## src/rtl/lpf_channel_scheduler.sv

```systemverilog
// Time-shares one low-pass filter engine across CHANNELS channels, one frame per sample tick.
// Latency: all-bypass frame CHANNELS+2 cycles tick->data_valid_o; each enabled channel adds ISSUE+WAIT time.
// Backpressure: eng_valid_o/eng_chan_o/eng_data_o held until eng_ready_i; ticks while busy only set overrun_o.
module lpf_channel_scheduler #(
    parameter int DWIDTH   = 16,
    parameter int CHANNELS = 4,
    parameter int TIMEOUT  = 64
) (
    input  logic                         clk_i,
    input  logic                         rst_n_i,
    input  logic                         sample_tick_i,
    input  logic [CHANNELS-1:0]          enable_i,
    input  logic [CHANNELS*DWIDTH-1:0]   data_i,
    output logic                         eng_valid_o,
    input  logic                         eng_ready_i,
    output logic [$clog2(CHANNELS)-1:0]  eng_chan_o,
    output logic [DWIDTH-1:0]            eng_data_o,
    input  logic                         eng_res_valid_i,
    input  logic [DWIDTH-1:0]            eng_res_i,
    output logic [CHANNELS*DWIDTH-1:0]   data_o,
    output logic                         data_valid_o,
    output logic                         busy_o,
    output logic                         overrun_o,
    output logic                         timeout_o
);

    localparam int CW = $clog2(CHANNELS);
    localparam int WW = $clog2(TIMEOUT + 1);
    localparam logic [CW-1:0] LAST_CH   = CW'(CHANNELS - 1);
    localparam logic [WW-1:0] WDOG_LAST = WW'(TIMEOUT - 1);

    localparam logic [2:0] ST_IDLE  = 3'd0;
    localparam logic [2:0] ST_SCAN  = 3'd1;
    localparam logic [2:0] ST_ISSUE = 3'd2;
    localparam logic [2:0] ST_WAIT  = 3'd3;
    localparam logic [2:0] ST_DONE  = 3'd4;

    logic [2:0]          state_q;
    logic [CW-1:0]       chan_q;
    logic [WW-1:0]       wdog_q;
    logic [CHANNELS-1:0] en_q;
    logic [DWIDTH-1:0]   sample_q [CHANNELS];
    logic [DWIDTH-1:0]   slot_q   [CHANNELS];
    logic                last_ch;

    assign last_ch     = (chan_q == LAST_CH);
    assign eng_valid_o = (state_q == ST_ISSUE);
    assign eng_chan_o  = chan_q;
    assign eng_data_o  = sample_q[chan_q];
    assign busy_o      = (state_q != ST_IDLE);

    always_ff @(posedge clk_i or negedge rst_n_i) begin
        if (!rst_n_i) begin
            state_q      <= ST_IDLE;
            chan_q       <= '0;
            wdog_q       <= '0;
            en_q         <= '0;
            data_o       <= '0;
            data_valid_o <= 1'b0;
            overrun_o    <= 1'b0;
            timeout_o    <= 1'b0;
            for (int c = 0; c < CHANNELS; c++) begin
                sample_q[c] <= '0;
                slot_q[c]   <= '0;
            end
        end else begin
            data_valid_o <= 1'b0;
            // Ticks outside IDLE (including the DONE cycle) are never captured.
            if (sample_tick_i && (state_q != ST_IDLE)) begin
                overrun_o <= 1'b1;
            end
            case (state_q)
                ST_IDLE: begin
                    if (sample_tick_i) begin
                        for (int c = 0; c < CHANNELS; c++) begin
                            sample_q[c] <= data_i[c*DWIDTH +: DWIDTH];
                        end
                        en_q    <= enable_i;
                        chan_q  <= '0;
                        state_q <= ST_SCAN;
                    end
                end
                ST_SCAN: begin
                    if (en_q[chan_q]) begin
                        state_q <= ST_ISSUE;
                    end else begin
                        slot_q[chan_q] <= sample_q[chan_q];
                        state_q        <= last_ch ? ST_DONE : ST_SCAN;
                        chan_q         <= last_ch ? chan_q : chan_q + 1'b1;
                    end
                end
                ST_ISSUE: begin
                    if (eng_ready_i) begin
                        wdog_q  <= '0;
                        state_q <= ST_WAIT;
                    end
                end
                ST_WAIT: begin
                    if (eng_res_valid_i) begin
                        slot_q[chan_q] <= eng_res_i;
                        state_q        <= last_ch ? ST_DONE : ST_SCAN;
                        chan_q         <= last_ch ? chan_q : chan_q + 1'b1;
                    end else if (wdog_q == WDOG_LAST) begin
                        // Engine went silent: pass the raw sample through so the frame still completes.
                        slot_q[chan_q] <= sample_q[chan_q];
                        timeout_o      <= 1'b1;
                        state_q        <= last_ch ? ST_DONE : ST_SCAN;
                        chan_q         <= last_ch ? chan_q : chan_q + 1'b1;
                    end else begin
                        wdog_q <= wdog_q + 1'b1;
                    end
                end
                ST_DONE: begin
                    for (int c = 0; c < CHANNELS; c++) begin
                        data_o[c*DWIDTH +: DWIDTH] <= slot_q[c];
                    end
                    data_valid_o <= 1'b1;
                    state_q      <= ST_IDLE;
                end
                default: state_q <= ST_IDLE;
            endcase
        end
    end

endmodule

```

## config.mk

```make
export PLATFORM = sky130hd
export DESIGN_NAME = lpf_channel_scheduler
export DESIGN_NICKNAME = d
export VERILOG_FILES = /design/src/rtl/lpf_channel_scheduler.sv
export SDC_FILE = /design/constraint.sdc
export NUM_CORES = 1
export LEC_CHECK = 0
export CORE_MARGIN = 2
export CORE_UTILIZATION = 54
export CTS_BUF_LIST = sky130_fd_sc_hd__clkbuf_2
export DETAILED_ROUTE_END_ITERATION = 8
export PLACE_DENSITY = 0.87
export SLEW_MARGIN = 20
export SYNTH_ARGS = -nofsm -noshare
export SYNTH_HDL_FRONTEND = slang
export SYNTH_SLANG_ARGS = --single-unit
```

## constraint.sdc

```tcl
create_clock -name clk_i -period 2.2 [get_ports clk_i]
set_input_delay 0.66 -clock clk_i [delete_from_list [all_inputs] [get_ports clk_i]]
set_output_delay 0.66 -clock clk_i [all_outputs]
set_load 0.005 [all_outputs]
```

==> results of run 1 <==
==> worst max path at each step <==
stage / endpoint / slack [ns] / cells after the start
4_1_cts: eng_data_o[4] / -0.78 / 4
3_5_place_dp: slot_q[1]$_DFFE_PN0P_ / -0.31 / 5
6_report: eng_data_o[5] / -0.73 / 4
5_1_grt: eng_data_o[6] / -0.80 / 4
3_3_place_gp: slot_q[0]$_DFFE_PN0P_ / -0.23 / 5
2_1_floorplan: slot_q[21]$_DFFE_PN0P_ / 0.20 / 6
==> kinds of logic (layout without fill, tap and decap cells) <==
family / Yosys count / after routing / synth area share [%]
XOR/XNOR: 3 / 3 / 0.287
multiplexers: 215 / 215 / 29.9
adder cells (fa/ha/maj): 5 / 5 / 0.682
AO/OA/AOI/OAI: 36 / 36 / 3.85
AND/OR/NAND/NOR: 65 / 65 / 5.05
flip-flops: 211 / 211 / 57.6
buffers and inverters: 33 / 369 / 2.70
==> per-layer routing <==
layer / routed length [µm] / track usage, % / share of wire (%)
met3: 1250 / 7.29 / 5.7
met1: 9380 / 32.2 / 43
met2: 10800 / 39.7 / 49
met5: 0 / 0 / 0
met4: 576 / 9.06 / 2.6
==> where the power goes <==
group          total, mW  switching, mW  internal [mW]
registers           6.77           1.12           5.65
logic               9.18           3.32           5.86
clock network       2.40           1.50          0.898
total               18.4           5.95           12.4
==> registers in the layout (all words and copies together) (netlist names) <==
register,count
data_o,64
sample_q,64
slot_q,64
wdog_q,7
en_q,4
state_q,3
eng_chan_o,2
data_valid_o,1
overrun_o,1
timeout_o,1
==> layout make-up <==
class	count	share of cell area [%]
Sequential cell	211	42.1
Multi-Input combinational cell	324	29.8
Inverter	4	0.119
Clock buffer	75	2.99
Clock inverter	6	0.289
Timing Repair Buffer	284	22.6
Tap cell	220	2.19
==> cell usage after synthesis (all sizes together) (2+ instances only) <==
| master | instances | area [µm²] |
|---|---|---|
| dfrtp | 211 | 5280 |
| xor2 | 3 | 26.3 |
| nor2b | 3 | 18.8 |
| nand2b | 3 | 18.8 |
| buf | 27 | 225 |
| nor2 | 7 | 28.8 |
| o21ai | 5 | 25.0 |
| inv | 4 | 15.0 |
| o221a | 16 | 180 |
| clkbuf | 2 | 7.51 |
| and3 | 3 | 18.8 |
| nand4 | 2 | 12.5 |
| mux2 | 196 | 2330 |
| nand3 | 5 | 42.5 |
| nor3 | 5 | 70.1 |
| nand2 | 9 | 33.8 |
| mux2i | 3 | 42.5 |
| mux4 | 16 | 368 |
| and4bb | 2 | 25.0 |
| and2 | 2 | 12.5 |
| ha | 5 | 62.6 |
| or2 | 17 | 106 |
| nor3b | 4 | 40.0 |
| o211ai | 2 | 15.0 |
==> stage by stage <==
| stage | total power [mW] | TNS [ns] | setup WS, ns | util, % |
|---|---|---|---|---|
| finish | 18.4 | -12.74 | -0.733 | 75.8 |
| global route | 19.4 | -14.44 | -0.800 | 75.8 |
| CTS | 17.8 | -12.98 | -0.780 | 74.1 |
| detailed placement | 14.7 | -15.75 | -0.312 | 68.7 |
| global placement | 14.2 | -13.38 | -0.228 | 68.7 |
| floorplan | 11.0 | 0 | 0.201 | - |
==> what timing repair did <==
item / 4_1_cts / 5_1_grt
setup endpoints to repair: 92 / 123
gates resized for setup: 194 / 73
buffers inserted: 54 / 20
pin swaps: 3 / 5
endpoints found under the hold margin: 53 / 0
cloned: 3 / 0
hold buffers: 1 / 0
==> results.md, run 1 <==
- GRT Util Overall: 24.7%
- Crit path from: eng_chan_o[0]$_DFFE_PN0P_
- Fin cells: 1,124
- CP top delay family: multiplexers
- Final HPWL DP: 14,500 µm
- Slew margin rel.: 56.7%
- Worst VDD drop: 0.811 mV
- Tmin final: 2.93 ns
- Ant diodes: 0
- Setup Viol. Count Final: 26
- FF-to-FF End: slot_q[29]$_DFFE_PN0P_
- WHS: 0.354 ns
- Post-Route WL: 22,000 µm
- Count of pins over their slew limit: 0
- TritonCTS Sinks: 211
- Initial antenna violation count: 0
- Ys flop type: dfrtp_1
- Hold Fails Final Rpt: 0
- Fmax: 341 MHz
- Setup Skew: 0.0367 ns
- CP Data Required Time: 1.54 ns
- Leakage: 5.86 nW
- CP Max Fanout: 4
- CP bufs+invs: 3
- Die Height: 134 µm
- # nets final: 970
- Worst-path clk slew: 0.11 ns
- Worst EP arrival: 2.27 ns
- Root Driver: clkbuf_2
- Worst setup SP type: flip-flop
- H-tree depth: 2
- DIE AREA: 18,000 µm²
- Worst Setup Slack, final: -0.733 ns
- I/O pin cnt: 176
- Synth async-reset ratio: 100%
- Post-route cell area: 12,600 µm²
- Critical path cell sequence: clkbuf_16 -> buf_12 -> mux4_2 -> buf_2
- Clk_lat worst skew: 0.83 ns
- Syn_area_per_cell: 16.1 µm²
- DRC: 0
- Vias in the first global route: 6,517
- Reg area: 5290 µm²
- Area Growth Syn to Fin: 37.0%
- DR iter-0 viols: 338
- Core Region: 16,600 µm²
- Die Wd: 134 µm
- Mapped Area: 9170 µm²
- Cells after synthesis: 568
- Routed via count: 6,088
- Multi-input gate area: 3740 µm²
- First-pass GRT wire length: 34,700 µm
- Commonest non-fill, non-tap cell in the layout: dfrtp_1
- Critical Path End Type: output pin
- Seq cells post-synth: 211
- Failing checks: negative setup slack
- FF-to-FF setup slack: -0.13 ns
- Initial Util: 55.3%
- HP Class: in2async
- Cells after DPL: 973
- CTS Buf Count: 51
- Max-Cap Viols: 0
- Final period util: 133%
- Synthesized Nets: 662
- Number of flops mapped to enable cells by yosys: 0
- Synth unique cells: 54
- R2R Path Start: eng_chan_o[0]$_DFFE_PN0P_
- Power Dens Cells: 1460 nW/µm²
- Fill count: 997
- Antenna-violating nets left: 0
- Slowest stage delay, CP: 0.52 ns
- Layout cells sized above 1: 52.3%
- CTS tree: done
- Worst reg-to-reg path cell count: 8
- Largest net degree at the start of global routing: 66
- Number of core rows: 47
- DR WL/cell: 19.6 µm
- Register area share after synthesis: 57.6%
- Unrepaired setup endpoints after global routing: yes
- Worst setup path category: reg2out
- Placed inst area: 11,400 µm²
- 1st-pass router iterations: 4
- Slowest CP cell: mux4_2
- Status: finished, violations left
- Max Root-Sink Buffers: 3
- Number of buffers added on ports: 175
- Most frequent cells in the layout: 207 x dfrtp_1, 148 x mux2_2, 87 x clkdlybuf4s50_1, 76 x clkbuf_2, 60 x buf_4
- Total gr overflow: 0
- Global placement routability congestion: 0.854
- Yosys synthesis warning count: 0
- Slew @ Worst Pin: 0.642 ns
- Via density: 5.42
Note: power is estimated with default switching activity, not from simulation.
==> run 2: changes to the inputs <==
--- a/config.mk
+++ b/config.mk
@@ -5,6 +5,8 @@
 export SDC_FILE = /design/constraint.sdc
 export NUM_CORES = 1
 export LEC_CHECK = 0
+export ABC_CLOCK_PERIOD_IN_PS = 2200
+export CORE_ASPECT_RATIO = 1.2
 export CORE_MARGIN = 2
 export CORE_UTILIZATION = 54
 export CTS_BUF_LIST = sky130_fd_sc_hd__clkbuf_2
==> run 2 against run 1 <==
Against the previous run:
- the run still ends with negative setup slack left
- core utilization increased by 0.74 points
- sequential power about the same
- sequential share of layout area decreased by 0.77 points
- global-route usage increased by 1.8 points
- wire length increased by 6.4%
- setup slack improved by 0.13 ns
- clock-buffer cell count decreased by 5
- clock skew increased by 0.021 ns
- critical endpoint is now slot_q[19]$_DFFE_PN0P_
==> results.md, run 2 (synthesis gave the netlist of run 1 again) <==
- Status: finished, violations left (unchanged)
- Failing checks: negative setup slack (unchanged)
- Count of pins over their slew limit: 0 (unchanged)
- Worst setup SP type: flip-flop (unchanged)
- Max Root-Sink Buffers: 3 (unchanged)
- Final period util: 128% (was 133%)
- Tmin final: 2.81 ns (was 2.93 ns)
- Total gr overflow: 0 (unchanged)
- FF-to-FF setup slack: -0.61 ns (was -0.13 ns)
- GRT Util Overall: 26.6% (was 24.7%)
- Number of buffers added on ports: 175 (unchanged)
- Top flop regs: data_o (64), sample_q (64), slot_q (64) (unchanged)
- Commonest non-fill, non-tap cell in the layout: dfrtp_1 (unchanged)
- Most frequent cells in the layout: 209 x dfrtp_1, 146 x mux2_2, 87 x clkdlybuf4s50_1, 84 x buf_4, 70 x clkbuf_2 (was 207 x dfrtp_1, 148 x mux2_2, 87 x clkdlybuf4s50_1, 76 x clkbuf_2, 60 x buf_4)
- Max-Cap Viols: 0 (unchanged)
- Worst setup path category: reg2reg (was reg2out)
- 1st-pass router iterations: 4 (unchanged)
- Unrepaired setup endpoints after global routing: yes (unchanged)
- Placed inst area: 11,400 µm² (about the same)
- Area Growth Syn to Fin: 39.5% (was 37.0%)
- Initial Util: 54.8% (was 55.3%)
- Core Region: 16,700 µm² (was 16,600 µm²)
- Slew @ Worst Pin: 0.731 ns (was 0.642 ns)
- Fin cells: 1,137 (was 1,124)
- TritonCTS Sinks: 211 (unchanged)
- Global placement routability congestion: 0.850 (was 0.854)
- Largest net degree at the start of global routing: 66 (unchanged)
- Fmax: 356 MHz (was 341 MHz)
- Via density: 5.47 (was 5.42)
- # nets final: 988 (was 970)
- Worst-path clk slew: 0.14 ns (was 0.11 ns)
- Final core occ: 76.5% (was 75.8%)
- Critical path cell sequence: buf_8 -> buf_6 -> mux4_2 -> buf_4 -> buf_6 -> buf_6 -> buf_6 -> buf_6 -> buf_6 -> buf_6 -> buf_6 -> mux2_4 -> mux2_2 (was clkbuf_16 -> buf_12 -> mux4_2 -> buf_2)
- CP Max Fanout: 5 (was 4)
- Layout cells sized above 1: 53.4% (was 52.3%)
- Leakage: 6.03 nW (was 5.86 nW)
- Cells after DPL: 970 (was 973)
- Number of core rows: 52 (was 47)
- Worst Setup Slack, final: -0.605 ns (was -0.733 ns)
- Slowest CP cell: mux4_2 (unchanged)
- Worst VDD drop: 0.758 mV (was 0.811 mV)
- Routed via count: 6,225 (was 6,088)
- DR iter-0 viols: 259 (was 338)
- Hold Fails Final Rpt: 0 (unchanged)
- Slowest stage delay, CP: 0.53 ns (was 0.52 ns)
- Root Driver: clkbuf_2 (unchanged)
- I/O pin cnt: 176 (unchanged)
- First-pass GRT wire length: 36,800 µm (was 34,700 µm)
- Vias in the first global route: 6,994 (was 6,517)
- Initial antenna violation count: 1 (was 0)
- Die Height: 147 µm (was 134 µm)
- Power Dens Cells: 1500 nW/µm² (was 1460 nW/µm²)
- DIE AREA: 18,000 µm² (about the same)
- Die Wd: 123 µm (was 134 µm)
- Clk_lat worst skew: 0.79 ns (was 0.83 ns)
- DRC: 0 (unchanged)
- Final HPWL DP: 14,600 µm (was 14,500 µm)
- Worst EP arrival: 3.45 ns (was 2.27 ns)
- Critical Path End Type: flip-flop (was output pin)
- Setup Skew: 0.0575 ns (was 0.0367 ns)
- CP Data Required Time: 2.84 ns (was 1.54 ns)
- Slew margin rel.: 50.8% (was 56.7%)
- Most frequent CP cell: buf_6
- DR WL/cell: 20.6 µm (was 19.6 µm)
- CTS tree: done (unchanged)
- Post-route cell area: 12,800 µm² (was 12,600 µm²)
- CTS Buf Count: 49 (was 51)
- Setup Viol. Count Final: 79 (was 26)
- H-tree depth: 2 (unchanged)
- HP Class: in2async (unchanged)
- Post-Route WL: 23,400 µm (was 22,000 µm)
- Antenna-violating nets left: 0 (unchanged)
run 2: cell count changes in the layout (fill, tap and decap cells not counted), moves of 5 or more:
cell,previous run,this run
o221a_2,12,5
o221a_4,0,7
clkdlybuf4s15_1,41,13
clkbuf_2,76,70
dlygate4sd2_1,25,54
buf_6,34,29
buf_4,60,84
run 2: final timing paths:
kind                                      startpoint                       end  depth (start not counted)
max                        eng_chan_o[0]$_DFFE_PN0P_    slot_q[19]$_DFFE_PN0P_                         13
min                                          rst_n_i    slot_q[63]$_DFFE_PN0P_                          2
max reg2reg                eng_chan_o[0]$_DFFE_PN0P_    slot_q[19]$_DFFE_PN0P_                         13
min reg2reg                    timeout_o$_DFFE_PN0P_     timeout_o$_DFFE_PN0P_                          1
max in group asynchronous                    rst_n_i    data_o[29]$_DFFE_PN0P_                          3
min in group clk_i                        data_i[26]  sample_q[42]$_DFFE_PN0P_                          2
run 2: area by class of cell:
type | instances | area (µm²)
inverters | 4 | 17.5
well taps | 216 | 270
clock buffers | 70 | 350
diodes | 1 | 2.50
flip-flops and latches | 211 | 5280
fillers | 959 | 3930
multi-input cells | 324 | 3850
repair buffers | 304 | 2960
clock inverters | 7 | 53.8
run 2: routing by layer:
layer	vias up	GRT usage [%]	wire length, µm
li1	2765	-	-
met1	3155	32.3	8850
met2	230	45.0	12400
met3	75	5.78	1240
met4	0	12.1	902
met5	-	0	0
run 2: report_power, final:
part | switching (mW) | total (mW) | internal (mW)
sequential | 1.13 | 6.78 | 5.65
clock | 1.45 | 2.40 | 0.944
combinational | 3.70 | 9.95 | 6.25
run 2: metrics by stage:
stage	setup WS, ns	total power, mW	hold slack, ns	TNS (ns)
finish	-0.605	19.1	0.380	-15.31
global route	-0.713	20.2	0.345	-22.27
CTS	-0.731	18.2	0.354	-13.92
detailed placement	-0.370	14.7	0.459	-18.77
global placement	-0.283	14.2	0.440	-13.77
floorplan	0.201	11.0	0.364	0
run 2: critical path: cells and delay by family, from the launching register on:
family   cells  cell delay (ns)
buf+inv     10             1.15
flops        1             0.42
mux          3             1.09
run 2: timing repair:
action                                  in CTS  in global routing
setup buffers                               72                 17
resized for setup                          196                 55
pin swaps                                    9                  8
endpoints found under the setup margin     105                 99
gates cloned                                 3                  1
endpoints found under the hold margin       43                  0
hold buffers                                 1                  0
==> run 3: changes to the inputs <==
--- a/config.mk
+++ b/config.mk
@@ -12,7 +12,7 @@
 export CTS_BUF_LIST = sky130_fd_sc_hd__clkbuf_2
 export DETAILED_ROUTE_END_ITERATION = 8
 export PLACE_DENSITY = 0.87
-export SLEW_MARGIN = 20
+export SLEW_MARGIN = 5
 export SYNTH_ARGS = -nofsm -noshare
 export SYNTH_HDL_FRONTEND = slang
 export SYNTH_SLANG_ARGS = --single-unit
==> results of run 3 <==
The final DEF is identical to that of run 2; final timing and power are the same.
